==> src/rtl/bcd_seq_converter.sv <==
// Iterative double-dabble binary-to-BCD converter, one bit per clock,
// with optional signed input and dash/blank display sentinel codes.
module bcd_seq_converter #(
  parameter int WIDTH     = 7,
  parameter int DIGITS    = 3,
  parameter int SIGNED    = 0,
  parameter int SENTINELS = 1
) (
  input  logic                  clock,
  input  logic                  reset_n,
  input  logic                  start,
  input  logic [WIDTH-1:0]      binary,
  output logic [4*DIGITS-1:0]   bcd,
  output logic                  negative,
  output logic                  busy,
  output logic                  done,
  output logic                  valid
);

  localparam int CW = $clog2(WIDTH + 1);
  localparam int BW = 4 * DIGITS;

  typedef enum logic [1:0] {
    IDLE,
    SHIFT,
    SPECIAL
  } state_t;

  state_t           state;
  state_t           state_n;
  logic [CW-1:0]    cnt;
  logic [WIDTH-1:0] sr;
  logic [WIDTH-1:0] mag;
  logic [BW-1:0]    dig;
  logic [BW-1:0]    adj;
  logic [BW-1:0]    dig_sh;
  logic [BW-1:0]    fill;
  logic             sign;
  logic             sign_q;
  logic             neg_q;
  logic             is_dash;
  logic             is_blank;
  logic             is_sent;
  logic             last;

  // Sentinels are matched on the raw pattern, ahead of sign handling
  assign is_dash  = (SENTINELS != 0) && (binary == '1);
  assign is_blank = (SENTINELS != 0) &&
                    (binary == {{(WIDTH-1){1'b1}}, 1'b0});
  assign is_sent  = is_dash | is_blank;

  assign sign = (SIGNED != 0) && binary[WIDTH-1];
  assign mag  = sign ? (~binary + WIDTH'(1)) : binary;

  always_comb begin
    fill = '0;
    adj  = '0;
    for (int k = 0; k < DIGITS; k++) begin
      fill[4*k +: 4] = is_dash ? 4'hA : 4'hB;
      adj[4*k +: 4]  = (dig[4*k +: 4] >= 4'd5) ?
                       dig[4*k +: 4] + 4'd3 :
                       dig[4*k +: 4];
    end
  end

  // Digits and shift register move as one chain
  assign dig_sh = {adj[BW-2:0], sr[WIDTH-1]};
  assign last   = (cnt == CW'(1));

  always_ff @(posedge clock or negedge reset_n) begin
    if (!reset_n) state <= IDLE;
    else          state <= state_n;
  end

  always_comb begin
    state_n = state;
    unique case (state)
      IDLE:    if (start) state_n = is_sent ? SPECIAL : SHIFT;
      SHIFT:   if (last)  state_n = IDLE;
      SPECIAL: state_n = IDLE;
      default: state_n = IDLE;
    endcase
  end

  always_ff @(posedge clock or negedge reset_n) begin
    if (!reset_n) begin
      cnt    <= '0;
      sr     <= '0;
      dig    <= '0;
      sign_q <= 1'b0;
      bcd    <= '0;
      neg_q  <= 1'b0;
      valid  <= 1'b0;
      done   <= 1'b0;
    end else begin
      done <= 1'b0;
      if (state == IDLE) begin
        if (start) begin
          if (is_sent) begin
            dig    <= fill;
            sign_q <= 1'b0;
          end else begin
            sr     <= mag;
            dig    <= '0;
            cnt    <= CW'(WIDTH);
            sign_q <= sign;
          end
        end
      end else if (state == SHIFT) begin
        sr  <= {sr[WIDTH-2:0], 1'b0};
        dig <= dig_sh;
        cnt <= cnt - CW'(1);
        if (last) begin
          bcd   <= dig_sh;
          neg_q <= sign_q;
          valid <= 1'b1;
          done  <= 1'b1;
        end
      end else if (state == SPECIAL) begin
        bcd   <= dig;
        neg_q <= 1'b0;
        valid <= 1'b1;
        done  <= 1'b1;
      end
    end
  end

  assign busy     = (state != IDLE);
  assign negative = (SIGNED != 0) && neg_q;

endmodule

==> config.mk <==
export PLATFORM = sky130hd
export DESIGN_NAME = bcd_seq_converter
export DESIGN_NICKNAME = d
export VERILOG_FILES = /design/src/rtl/bcd_seq_converter.sv
export SDC_FILE = /design/constraint.sdc
export NUM_CORES = 1
export LEC_CHECK = 0
export BUFFER_PORTS_ARGS = -buffer_cell sky130_fd_sc_hd__buf_2
export CORE_MARGIN = 2
export CORE_UTILIZATION = 60
export CTS_BUF_LIST = sky130_fd_sc_hd__clkbuf_4
export CTS_CLUSTER_SIZE = 16
export DETAILED_ROUTE_END_ITERATION = 8
export PLACE_DENSITY_LB_ADDON = 0.05
export SKIP_CTS_REPAIR_TIMING = 1
export SYNTH_ARGS = -nofsm -noshare
export SYNTH_HDL_FRONTEND = slang
export SYNTH_SLANG_ARGS = --single-unit
export TNS_END_PERCENT = 10
==> constraint.sdc <==
create_clock -name clock -period 2 [get_ports clock]
set_input_delay 0.1 -clock clock [delete_from_list [all_inputs] [get_ports clock]]
set_output_delay 0.1 -clock clock [all_outputs]
set_load 0.05 [all_outputs]
After elaboration in Yosys (flattened, before gate mapping)
Index checks and enable logic that the tools add are counted.

word-level totals
  bits in registers = 38
  bits of input ports = 10
  output and inout bits = 16
  logic and storage cells = 62

operators by class
  add/subtract/negate cells = 4
  magnitude comparators = 3
  equality and inequality tests = 8
  mux-type cells = 30
  bitwise gates (word level) = 2
  reduce and logical (&&, ||, !) cells = 8

operators by type and width
  kind                 number
  $mux 12              7
  $mux 7               4
  $mux 3               5
  $eq 7x7->1 const B   2
  $ge 4x3->1 const B   3
  $add 4x2->4 const B  2
  $mux 1               8
  $mux 4               2
  $mux 2               3
  $ne 2x2->1 const B   3
  $reduce_and 3->1     2
  $reduce_bool 2->1    3
  $pmux 2 s2           1
  $reduce_and 2->1     2
  $add 3x2->3 const B  1
  $eq 3x1->1 const B   1
  $sub 3x1->3 const B  1
  $eq 2x1->1 const B   1
  $eq 2x2->1 const B   1
  $logic_not 2->1      1
  $not 1->1            1
  $or 1x1->1           1

Longest topological paths before layout
  depth after elaboration = 5
  gate-level depth with buffers = 8
  mapped depth without buffers = 6

Worst setup path after synthesis
OpenSTA, ideal clock, no wires.

  path type = reg-to-reg
  start point = register state[0]
  end point = register state[0]
  setup time = 0.130 ns
  data arrival time = 1.435 ns
  required time = 1.870 ns
  path slack = 0.435 ns
  stages on the path, launching flop included = 8
  buffers on the path = 1
  clock period less this slack = 1.565 ns
  cell sequence = dfrtp_1 inv_1 ha_1 inv_2 buf_2 nor2_1 a21oi_1 o22ai_1

between the ends
  word-level cells in the longest chain between the ends = 3
  elaborated cells between the ends (all ways) = 6
  those cells by class = eq/ne (3); mux (1); reduce/logical (2)

ends and longest elaborated chain
  element                                        line  source
  from (decl)                                    29    state_t state;
  from (signal assigned)                         72    else state <= state_n;
  $eq 2x1->1 or $logic_not 2->1 (tied branches)  77    unique case (state)
  $ne 2x2->1 (no source line)                    -
  $reduce_and 2->1 (no source line)              -

Parallel ways exist; a longest one is shown, timed or not.
A chain may end at the register's enable or synchronous reset.

Worst setup path after layout
  start point = register state[0]
  end point = register bcd[5]

between the ends
  word-level cells in the longest chain between the ends = 3
  elaborated cells between the ends (all ways) = 8
  those cells by class = eq/ne (3); mux (1); bitwise (1); reduce/logical (3)

ends and longest elaborated chain
  element                                                    line  source
  $eq 2x1->1, or another cell as far along                   109   end else if (state == SHIFT) begin
  $ne 2x2->1 (no source line), or another cell as far along  -
  $reduce_and 3->1 (no source line)                          -
  to (signal assigned)                                       114   bcd <= dig_sh;
  to (signal assigned)                                       120   bcd <= dig;
  to (decl)                                                  13    output logic [4*DIGITS-1:0] bcd,

Parallel ways exist; a longest one is shown, timed or not.

==> run metrics <==
Syn Inst Count 225; Async SR Flop Fraction 100%; H-Tree Depth 2; Synthesized Nets 245; DRT antenna net count 0; critical path startpoint category flip-flop; Core ar. about 3400 sq um; outcome complete, no violations; CP max FO 11; actual slew at the worst max-slew pin between 0.8 and 0.9 ns; WL per Instance 16.6 microns; crit-path leading delay family adder cells; Routed WL 4890 microns; layout cell share with drive strength beyond 1 19.8%; Critical Path Sink Type flip-flop; Die ar. 4040 sq um; IO Pins 26; critical path type reg -> reg; Die X-Extent 63.6 microns; post-synth top area share 44.6%; Mean Syn Cell Area 9.47 sq um; GRT overflow 0; Site Rows 21; cts bufs inserted 5; clk_skew just over 0.008 ns; post-synth top area cell dfrtp_1; cell leakage power 1.02 nW; internal power 1.98 mW; IO Port Bufs 24; Max Clock Freq 578 MHz; Die Height 63.6 microns; sequential power share 34.6%; RSZ-0062 raised after global routing false; P&R area growth vs syn 8.40%; Global Route Usage Sum a little over a quarter; Seq/Total Area, Yosys 44.6%; ys flop type dfrtp_1; Post-Syn Area 2130 sq um; initial core utilization 63.4%; Req. time, crit path 2.27 ns; DRC viols 0; dpl cells ~290; CP arrival 1.99 ns; final setup vio count 0; Hold Violations, Final 0; CTS Buffer Depth 2; pin count of the biggest net entering global routing 39; Largest stage delay, worst path 0.51 ns; root buf cell clkbuf_4; Post-synth EDFFs 0; Clock Latency Late Sink 0.34 ns; Clock Sinks 38; CP cell instances inv_1 -> ha_1 -> and2_1 -> nand2_1 -> o211ai_1; antenna violations before repair 0; Max Cap Violations 0; min cycle time layout 1.73 ns; NetSw 1.94 mW; Pins Over Slew Limit 0; Comb power frac a little under three fifths; CTS clk-pin slew, worst paths ~0.11 ns; Pre-antenna DRT Iters 4; number of global-route vias before repair 1797; Critical-path top delay cell ha_1; post-route non-filler standard cell count 294; Clock power frac 10.2%; min-delay worst type in -> reg; setup TNS 0 ns; first-pass GRT wire length 8440 microns; PwrDens 1700 nW/um^2; Max IR drop VDD 0.000805 V; Rel. slew slack 44.7%; global placement routability congestion just under 0.9; fin nets 268; sw frac between 40 and 50%; Ys Warns 0; First DRT Iteration DRCs 157; DR vias 1823; Post-DP HPWL roughly 3600 microns; post-synth cell types 37; most common cell in the netlist dfrtp_1; worst path buffer plus inverter count 1; synth top area cells dfrtp_1, ha_1, a21oi_1, o21ai_0, o22ai_1; Synth top cells by count dfrtp_1, a21oi_1, nand2_1; crit share post-route 86.4%; CTS tree done; ant diodes 0; Vias/cell 6.20; register bit total from synthesis 38
## path summary, 6_finish.rpt
path	startpoint	cells past startpoint	slack (ns)	to
setup reg to reg	state[0]$_DFFE_PN0P_	5	0.27	bcd[5]$_DFFE_PN0P_
hold reg to reg	valid$_DFFE_PN0P_	1	0.47	valid$_DFFE_PN0P_
setup / recovery	state[0]$_DFFE_PN0P_	5	0.27	bcd[5]$_DFFE_PN0P_
hold / removal	binary[0]	3	0.07	sr[0]$_DFFE_PN0P_
max in group asynchronous	reset_n	2	1.09	dig[2]$_DFFE_PN0P_
min in group asynchronous	reset_n	2	0.39	bcd[10]$_DFFE_PN0P_
## cell families after synthesis
group           count (synthesis)  share of synthesized area [%]
xor+xnor                        4                           1.64
compound gates                 82                           23.9
buf+inv                        26                           6.58
flops                          38                           44.6
simple gates                   59                           14.7
other cells                     1                          0.176
fa+ha+maj                      10                           5.87
mux                             5                           2.52
## routing by layer
layer / global-route usage (%) / vias to the layer above / routed length, microns
met5: 0 / - / 0
met4: 8.15 / 0 / 63
met3: 6.43 / 9 / 325
met2: 44.7 / 69 / 2420
met1: 34.3 / 879 / 2080
li1: - / 866 / -
## cells in the final DEF (no fill, tap or decap), types with 4 or more instances in the layout
master,instances
a21oi_1,21
a31oi_1,7
and2_1,4
and3_1,5
buf_2,24
buf_4,4
clkbuf_4,7
dfrtp_1,38
ha_1,10
inv_1,10
nand2_1,19
nand2b_1,6
nand3_1,8
nor2_1,6
o211ai_1,8
o21ai_0,18
o221ai_1,4
o22ai_1,14
xnor2_1,4
## power by group through the flow
stage	clock network, mW	logic, mW	registers, mW
final	0.399	2.17	1.36
after global routing	0.455	2.38	1.39
after CTS	0.405	2.15	1.35
after detailed placement	0	2.14	1.37
after global placement	0	2.07	1.34
after floorplan	0	1.36	1.64
## worst register-to-register path: stages, from the launching register on
cell and delay [ns]:
dfrtp_1 0.41, inv_1 0.07, ha_1 0.51, and2_1 0.28, nand2_1 0.16, o211ai_1 0.22
## per-stage QoR
stage          power, mW  area, sq um  worst slack (ns)  util, %  hold WS, ns
6_report            3.92         2310             0.271     68.7       0.0695
3_3_place_gp        3.41         2250             0.361     66.8        0.239
5_1_grt             4.22         2310             0.126     68.7       0.0877
3_5_place_dp        3.51         2250             0.308     66.8        0.242
2_1_floorplan       3.00         2130             0.435        -       -0.196
4_1_cts             3.91         2300             0.282     68.4       -0.134
## sequential cells by signal (all words and copies together), names as in the netlist
register and cells:
bcd 12, dig 12, sr 7, cnt 3, state 2, done 1
valid 1
## layout make-up
| type | instances | area (sq um) |
|---|---|---|
| fill | 293 | 1050 |
| multi-input combinational | 161 | 1040 |
| sequential | 38 | 951 |
| timing repair buffer | 29 | 160 |
| tap | 46 | 57.6 |
| clock buffer | 7 | 52.6 |
| inverter | 13 | 48.8 |
Power figures use the tool's default switching activity.
